## config.mk

```make
export PLATFORM = sky130hd
export DESIGN_NAME = vnarrow_pack
export DESIGN_NICKNAME = d
export VERILOG_FILES = /design/src/rtl/vnarrow_pack_pkg.sv /design/src/rtl/vnarrow_pack.sv
export SDC_FILE = /design/constraint.sdc
export NUM_CORES = 1
export LEC_CHECK = 0
export CAP_MARGIN = 20
export CORE_MARGIN = 2
export CORE_UTILIZATION = 32
export CTS_BUF_LIST = sky130_fd_sc_hd__clkbuf_4
export DETAILED_ROUTE_END_ITERATION = 8
export PLACE_DENSITY = 0.79
export SYNTH_ARGS = -nofsm -noshare
export SYNTH_HDL_FRONTEND = slang
export SYNTH_SLANG_ARGS = --single-unit
```

## constraint.sdc

```tcl
create_clock -name clk_i -period 1.4 [get_ports clk_i]
set_input_delay 0.28 -clock clk_i [delete_from_list [all_inputs] [get_ports clk_i]]
set_output_delay 0.28 -clock clk_i [all_outputs]
set_load 0.05 [all_outputs]
```

## src/rtl/vnarrow_pack_pkg.sv

```systemverilog
// rtl/vnarrow_pack_pkg.sv - shared types for the narrowing-shift result packer
package vnarrow_pack_pkg;

  typedef logic [63:0] bus64_t;
  typedef logic [31:0] bus32_t;

  typedef enum logic [1:0] {
    VNP_EMPTY,
    VNP_HALF,
    VNP_FULL
  } vnp_state_t;

endpackage

```

## src/rtl/vnarrow_pack.sv

```systemverilog
// rtl/vnarrow_pack.sv - packs two 32-bit narrow beats into one 64-bit vd word
// VNARROW_PACK_TAIL_AGNOSTIC_EN: tail fill is all-ones instead of old_vd_i[63:32].
module vnarrow_pack
  import vnarrow_pack_pkg::*;
#(
  parameter int OUT_W = 64
) (
  input  logic               clk_i,
  input  logic               rstn_i,
  input  logic               flush_i,
  input  logic               valid_i,
  output logic               ready_o,
  input  logic [OUT_W/2-1:0] data_i,
  input  logic               last_i,
  input  logic [OUT_W-1:0]   old_vd_i,
  output logic               valid_o,
  input  logic               ready_i,
  output logic [OUT_W-1:0]   data_o,
  output logic               tail_o
);

  localparam int HALF_W = OUT_W / 2;

  vnp_state_t        state_q, state_d;
  logic [OUT_W-1:0]  data_q, data_d;
  logic              tail_q, tail_d;

  logic              accept;
  bus32_t            tail_fill;
  vnp_state_t        first_state;
  logic [OUT_W-1:0]  first_data;
  logic              unused_old_vd;

`ifdef VNARROW_PACK_TAIL_AGNOSTIC_EN
  assign tail_fill = '1;
`else
  assign tail_fill = old_vd_i[OUT_W-1:HALF_W];
`endif
  assign unused_old_vd = ^old_vd_i;

  assign ready_o = (state_q != VNP_FULL) || ready_i;
  assign accept  = valid_i && ready_o;
  assign valid_o = (state_q == VNP_FULL);
  assign data_o  = data_q;
  assign tail_o  = tail_q;

  // A beat arriving with nothing held becomes the low half; last_i closes the word early.
  assign first_state = last_i ? VNP_FULL : VNP_HALF;
  assign first_data  = {(last_i ? tail_fill : bus32_t'(0)), data_i};

  always_comb begin
    state_d = state_q;
    data_d  = data_q;
    tail_d  = tail_q;
    unique case (state_q)
      VNP_EMPTY: begin
        if (accept) begin
          state_d = first_state;
          data_d  = first_data;
          tail_d  = last_i;
        end
      end
      VNP_HALF: begin
        if (accept) begin
          state_d                 = VNP_FULL;
          data_d[OUT_W-1:HALF_W]  = data_i;
          tail_d                  = 1'b0;
        end
      end
      VNP_FULL: begin
        if (ready_i) begin
          if (accept) begin
            state_d = first_state;
            data_d  = first_data;
            tail_d  = last_i;
          end else begin
            state_d = VNP_EMPTY;
          end
        end
      end
      default: state_d = VNP_EMPTY;
    endcase
  end

  always_ff @(posedge clk_i or negedge rstn_i) begin
    if (!rstn_i) begin
      state_q <= VNP_EMPTY;
      data_q  <= '0;
      tail_q  <= 1'b0;
    end else if (flush_i) begin
      state_q <= VNP_EMPTY;
      data_q  <= '0;
      tail_q  <= 1'b0;
    end else begin
      state_q <= state_d;
      data_q  <= data_d;
      tail_q  <= tail_d;
    end
  end

endmodule

```

# Word level (Yosys, flattened, before mapping)
# Cells that the tools add are included.
# Widths: inputs -> output; s select.
dict set report word_totals {
  ff_bits 67
  inputBits 102
  out_inout_bits 67
  elab_cells 37
}
dict set report op_classes {
  n_eq_ne 6
  muxes 19
  reduce_logical 8
}
# op count
set op_table {}
lappend op_table {{$mux 64} 3}
lappend op_table {{$pmux 32 s3} 1}
lappend op_table {{$mux 32} 2}
lappend op_table {{$pmux 32 s2} 1}
lappend op_table {{$mux 2} 6}
lappend op_table {{$ne 3x3->1 const B} 2}
lappend op_table {{$pmux 2 s3} 1}
lappend op_table {{$reduce_and 3->1} 2}
lappend op_table {{$mux 1} 4}
lappend op_table {{$reduce_bool 4->1} 1}
lappend op_table {{$ne 3x2->1 const B} 1}
lappend op_table {{$pmux 1 s3} 1}
lappend op_table {{$reduce_bool 3->1} 1}
lappend op_table {{$eq 2x1->1 const B} 1}
lappend op_table {{$eq 2x2->1 const B} 1}
lappend op_table {{$logic_not 2->1} 1}
lappend op_table {{$ne 2x2->1 const B} 1}
lappend op_table {{$reduce_and 2->1} 1}
lappend op_table {{$logic_and 1x1->1} 1}
lappend op_table {{$logic_or 1x1->1} 1}

# Depth between registers and ports, before layout
# Gate-level depths: netlist (run 1).
dict set report depth {
  ltp_word 7
  depth_mapped 5
  mapped_depth_nobuf 3
}

# Worst setup path before layout (run 1)
# No wires, ideal clock.
dict set report synth_timing {
  path_type {flip-flop to flip-flop}
  start {register state_q[0]}
  end {register state_q[1]}
  setup_ns 0.083
  arrival_ns 2.060
  t_required_ns 1.317
  slack_ns -0.743
  stages_incl_launch_ff 5
  path_buffers 1
  period_less_slack_ns 2.143
  cell_sequence {dfrtp_1 buf_4 nor2b_1 nand2b_1 a21oi_1}
}
dict set report synth_between {
  elab_cells_between_ends 14
  classes_between {eq/ne: 6; mux: 4; reduce/logical: 4}
}
# item line_no
set synth_lines {}
lappend synth_lines {{start: declaration} vnarrow_pack.sv:24} ;# vnp_state_t state_q, state_d;
lappend synth_lines {{start signal: assignment} vnarrow_pack.sv:95} ;# state_q <= state_d;
lappend synth_lines {{$eq 2x2->1 (*)} --}
lappend synth_lines {{via valid_o} vnarrow_pack.sv:16} ;# output logic valid_o,
lappend synth_lines {{$ne 3x2->1 (no line) or $pmux 2 s3 (tied branches)} --}
lappend synth_lines {{$reduce_and 3->1 (no line) or $mux 2 (tied branches)} --}
# Mark *: on every way through the listed nets, which the timed path passes. The rest lies on a longest branch. The select of a mux whose other input is x is not followed.
# A chain may end at the register's enable or synchronous reset.

# Worst setup path after layout (run 1)
dict set report layout_timing {
  start {register state_q[0]}
  end {register data_q[1], in the netlist data_o[1]}
}
dict set report layout_between {
  elab_chain_cells 7
  elab_cells_between_ends 12
  classes_between {eq/ne: 3; mux: 4; reduce/logical: 5}
}
# item line_no
set layout_lines {}
lappend layout_lines {{$ne 2x2->1} vnarrow_pack.sv:41} ;# assign ready_o = (state_q != VNP_FULL) || ready_i;
lappend layout_lines {{$logic_or 1x1->1} vnarrow_pack.sv:41}
lappend layout_lines {{$logic_and 1x1->1} vnarrow_pack.sv:42} ;# assign accept = valid_i && ready_o;
lappend layout_lines {{$mux 64 (2 in series)} --}
lappend layout_lines {{$pmux 32 s2} vnarrow_pack.sv:55} ;# unique case (state_q)
lappend layout_lines {{$mux 64} vnarrow_pack.sv:90} ;# end else if (flush_i) begin
lappend layout_lines {{end signal: assignment} vnarrow_pack.sv:96} ;# data_q <= data_d;
lappend layout_lines {{end: declaration} vnarrow_pack.sv:25} ;# logic [OUT_W-1:0] data_q, data_d;
# Parallel ways exist; a longest one is shown, timed or not. The select of a mux whose other input is x is not followed.

==> results of run 1 <==
logic make-up (layout without fill, tap and decap cells):
family / count (synthesis) / in the layout / share of synthesized area
flip-flops: 67 / 67 / 0.5111
AO/OA/AOI/OAI: 136 / 139 / 0.2639
buffers and inverters: 42 / 190 / 0.06369
AND/OR/NAND/NOR: 78 / 78 / 0.1613
stage by stage:
| stage | TNS [ns] | setup slack, ns |
|---|---|---|
| after floorplan | 0 | 0.0009968 |
| after global placement | -15.44 | -0.2929 |
| after detailed placement | -17.88 | -0.3641 |
| after CTS | -3.914 | -0.2097 |
| after global routing | -12.76 | -0.3027 |
| final | -10.58 | -0.2223 |
worst reg2reg max path: cells and delay by family (launching register included):
family                 cells  cell delay (ns)
buffers and inverters      4             0.54
flip-flops                 1             0.41
AO/OA/AOI/OAI              2             0.40
AND/OR/NAND/NOR            1             0.14
routing by layer:
layer  wire, um  vias to the layer above  global-route usage
met1       5087                     1684              0.2828
met5          0                        -                   0
met2       6316                      165              0.3382
met4        384                        0             0.08667
li1           -                     1528                   -
met3        875                       34             0.04082
state kept, by name (all words and copies together), names as in the netlist:
signal   flops
data_o      64
tail_o       1
state_q      2
cell type report:
class | instances | area [sq um]
clock inverters | 5 | 46.29
well taps | 133 | 166.4
fillers | 691 | 3496
multi-input cells | 217 | 1832
clock buffers | 9 | 67.56
inverters | 2 | 7.507
flip-flops and latches | 67 | 1677
repair buffers | 174 | 2572
path summary, 6_finish.rpt:
kind / endpoint / slack (ns) / cells after the start
min in group clk_i: data_o[31] / 0.46 / 3
worst max-delay path: data_o[1] / -0.22 / 7
max in group asynchronous: state_q[0] / 0.70 / 3
worst min-delay path: data_o[42] / 0.39 / 3
worst min register to register: data_o[59] / 0.56 / 1
worst max register to register: data_o[1] / -0.22 / 7
what timing repair did:
item,CTS,global route
buffers inserted,3,2
pin swaps,2,14
hold endpoints to repair,67,0
hold buffers,1,0
gates cloned,5,5
resized for setup,25,80
endpoints found under the setup margin,23,69
cell usage in the layout, fill, tap and decap left out, types with 12 or more instances in the layout:
| cell type | n |
|---|---|
| and3b_1 | 30 |
| a21oi_1 | 17 |
| buf_12 | 76 |
| a21oi_2 | 18 |
| dfrtp_1 | 67 |
| o21ai_1 | 13 |
| buf_4 | 13 |
| o2bb2ai_2 | 12 |
| o21ai_0 | 20 |
| a31oi_1 | 29 |
| o2bb2ai_1 | 19 |
| clkdlybuf4s50_1 | 68 |
| nand3_1 | 18 |
power by group:
part	leakage, nW	total, mW	switching (mW)	internal, mW
logic	1.67	2.07	1.04	1.03
registers	0.907	2.18	0.133	2.05
clock network	0.0642	1.19	0.680	0.506
total	2.65	5.44	1.86	3.58
==> flow_metrics.py, run 1 <==
metrics = {
    "run_status": {
        "status": "complete, but fails checks",
        "violations": "setup timing",
    },
    "placement": {
        "dpl.cell_count": 577,
        "gp_congestion": 0.8416,
        "post_dp_cell_area_sq_mm": 0.005570,
        "dp_hpwl_mm": 8.208,
        "port_buffers": 136,
    },
    "worst_setup_path": {
        "crit_family": "buffers and inverters",
        "crit_chain": "buf_4 -> buf_6 -> buf_6 -> nand2b_4 -> buf_12 -> o21ai_0 -> a21oi_1",
        "crit_arrival_ns": 1.90,
        "crit_top_cell": "buf_6",
        "crit_type": "reg2reg",
        "crit_start": "state_q[0]",
        "start_kind": "register",
        "cp_num_buf_inv": 4,
        "regToRegStartpoint": "state_q[0]",
        "slowest_stage": "dfrtp_1",
        "worstPathRequired_ns": 1.68,
        "max_stage_delay_ns": 0.41,
        "crit_fanout": 32,
        "end_kind": "register",
    },
    "clock_network": {
        "cts_tree": "built",
        "clkTransAtPathRegs_ns": 0.12,
        "cts.sinks": 67,
        "clk_latency_ns": 0.41,
        "cts.htree.levels": 3,
        "clk_path_buf_depth": 2,
        "root_buffer": "clkbuf_4",
        "cts_buffers": 9,
    },
    "sta": {
        "finalWorstSetupSlack_ns": -0.2223,
        "slew_headroom": 0.6965,
        "post-route-period-util": 1.159,
        "hold_violations": 0,
        "skew_ns": 0.01306,
        "setup_viol": 68,
        "timing.hold.ws_ns": 0.3949,
        "slew_violations": 0,
        "tightestPinTransition_ns": 0.4552,
        "fmax_mhz": 616.4,
        "period_needed_ns": 1.622,
        "rsz0062_at_grt": "true",
    },
    "pwr": {
        "total_power_mw": 5.438,
        "irDropWorstVdd_uv": 353.0,
        "p_leak_nw": 2.646,
        "power_density_mw_per_mm2": 853.9,
    },
    "synthesis": {
        "ys_seq_elements": 67,
        "synth_top_area_cell": "dfrtp_1",
        "syn_nets": 425,
        "synth.most_common_cell": "dfrtp_1",
        "synth_common_cells": "67 x dfrtp_1, 35 x a21oi_1, 33 x nand3_1, 33 x o21ai_0",
        "dominantRegCellSynth": "dfrtp_1",
        "synth-async-reset-ratio": 1.000,
        "synth_seq_area_share": 0.5111,
        "synth_warnings": 0,
        "synthCells": 323,
        "syn_avg_cell_area_sq_um": 10.16,
        "synth_top_area_frac": 0.5111,
        "synth.area.top_cells": "dfrtp_1 51%, o2bb2ai_1 8.5%, and3b_1 8.0%",
        "syn-cell-area_sq_mm": 0.003281,
        "synth_cell_types": 25,
        "synth_edf_count": 0,
    },
    "final_layout": {
        "num-nets-final": 573,
        "drive_gt1_frac": 0.3797,
        "postLayoutCellArea_sq_mm": 0.006369,
        "fin_util": 0.6456,
        "finalNonFillerCells": 607,
        "area_growth_pct": 94.13,
        "antenna_cells": 0,
    },
    "floorplan": {
        "num_io_pins": 169,
        "die_h_um": 105.3,
        "coreArea_sq_mm": 0.009864,
        "rows": 36,
        "die_w_um": 105.3,
        "dieArea_sq_mm": 0.01108,
        "start_util": 0.3326,
    },
    "detailed_routing": {
        "via_per_inst": 5.619,
        "antenna_left": 0,
        "routed_wl_mm": 12.66,
        "first_pass_iters": 5,
        "drtIter0Drc": 207,
        "route.detailed.drc": 0,
        "vias": 3411,
        "post_drt_wl_per_cell_um": 20.86,
    },
    "worst_hold_path": {
        "min_path_type": "in2async",
    },
    "global_route": {
        "grt_pass1_vias": 3367,
        "track_usage": 0.2121,
        "grt_max_degree": 68,
        "antenna_found_initial": 0,
        "grt_pass1_wl_mm": 18.32,
        "overflow": 0,
    },
    "flow_run": {
        "drv_cap": 0,
    },
}
(Power assumes the default switching activity.)
==> run 2: changes to the inputs <==
- CTS_CLUSTER_SIZE: unset -> 20
==> results of run 2 <==
Final layout, timing and power as in run 1 (identical DEF).
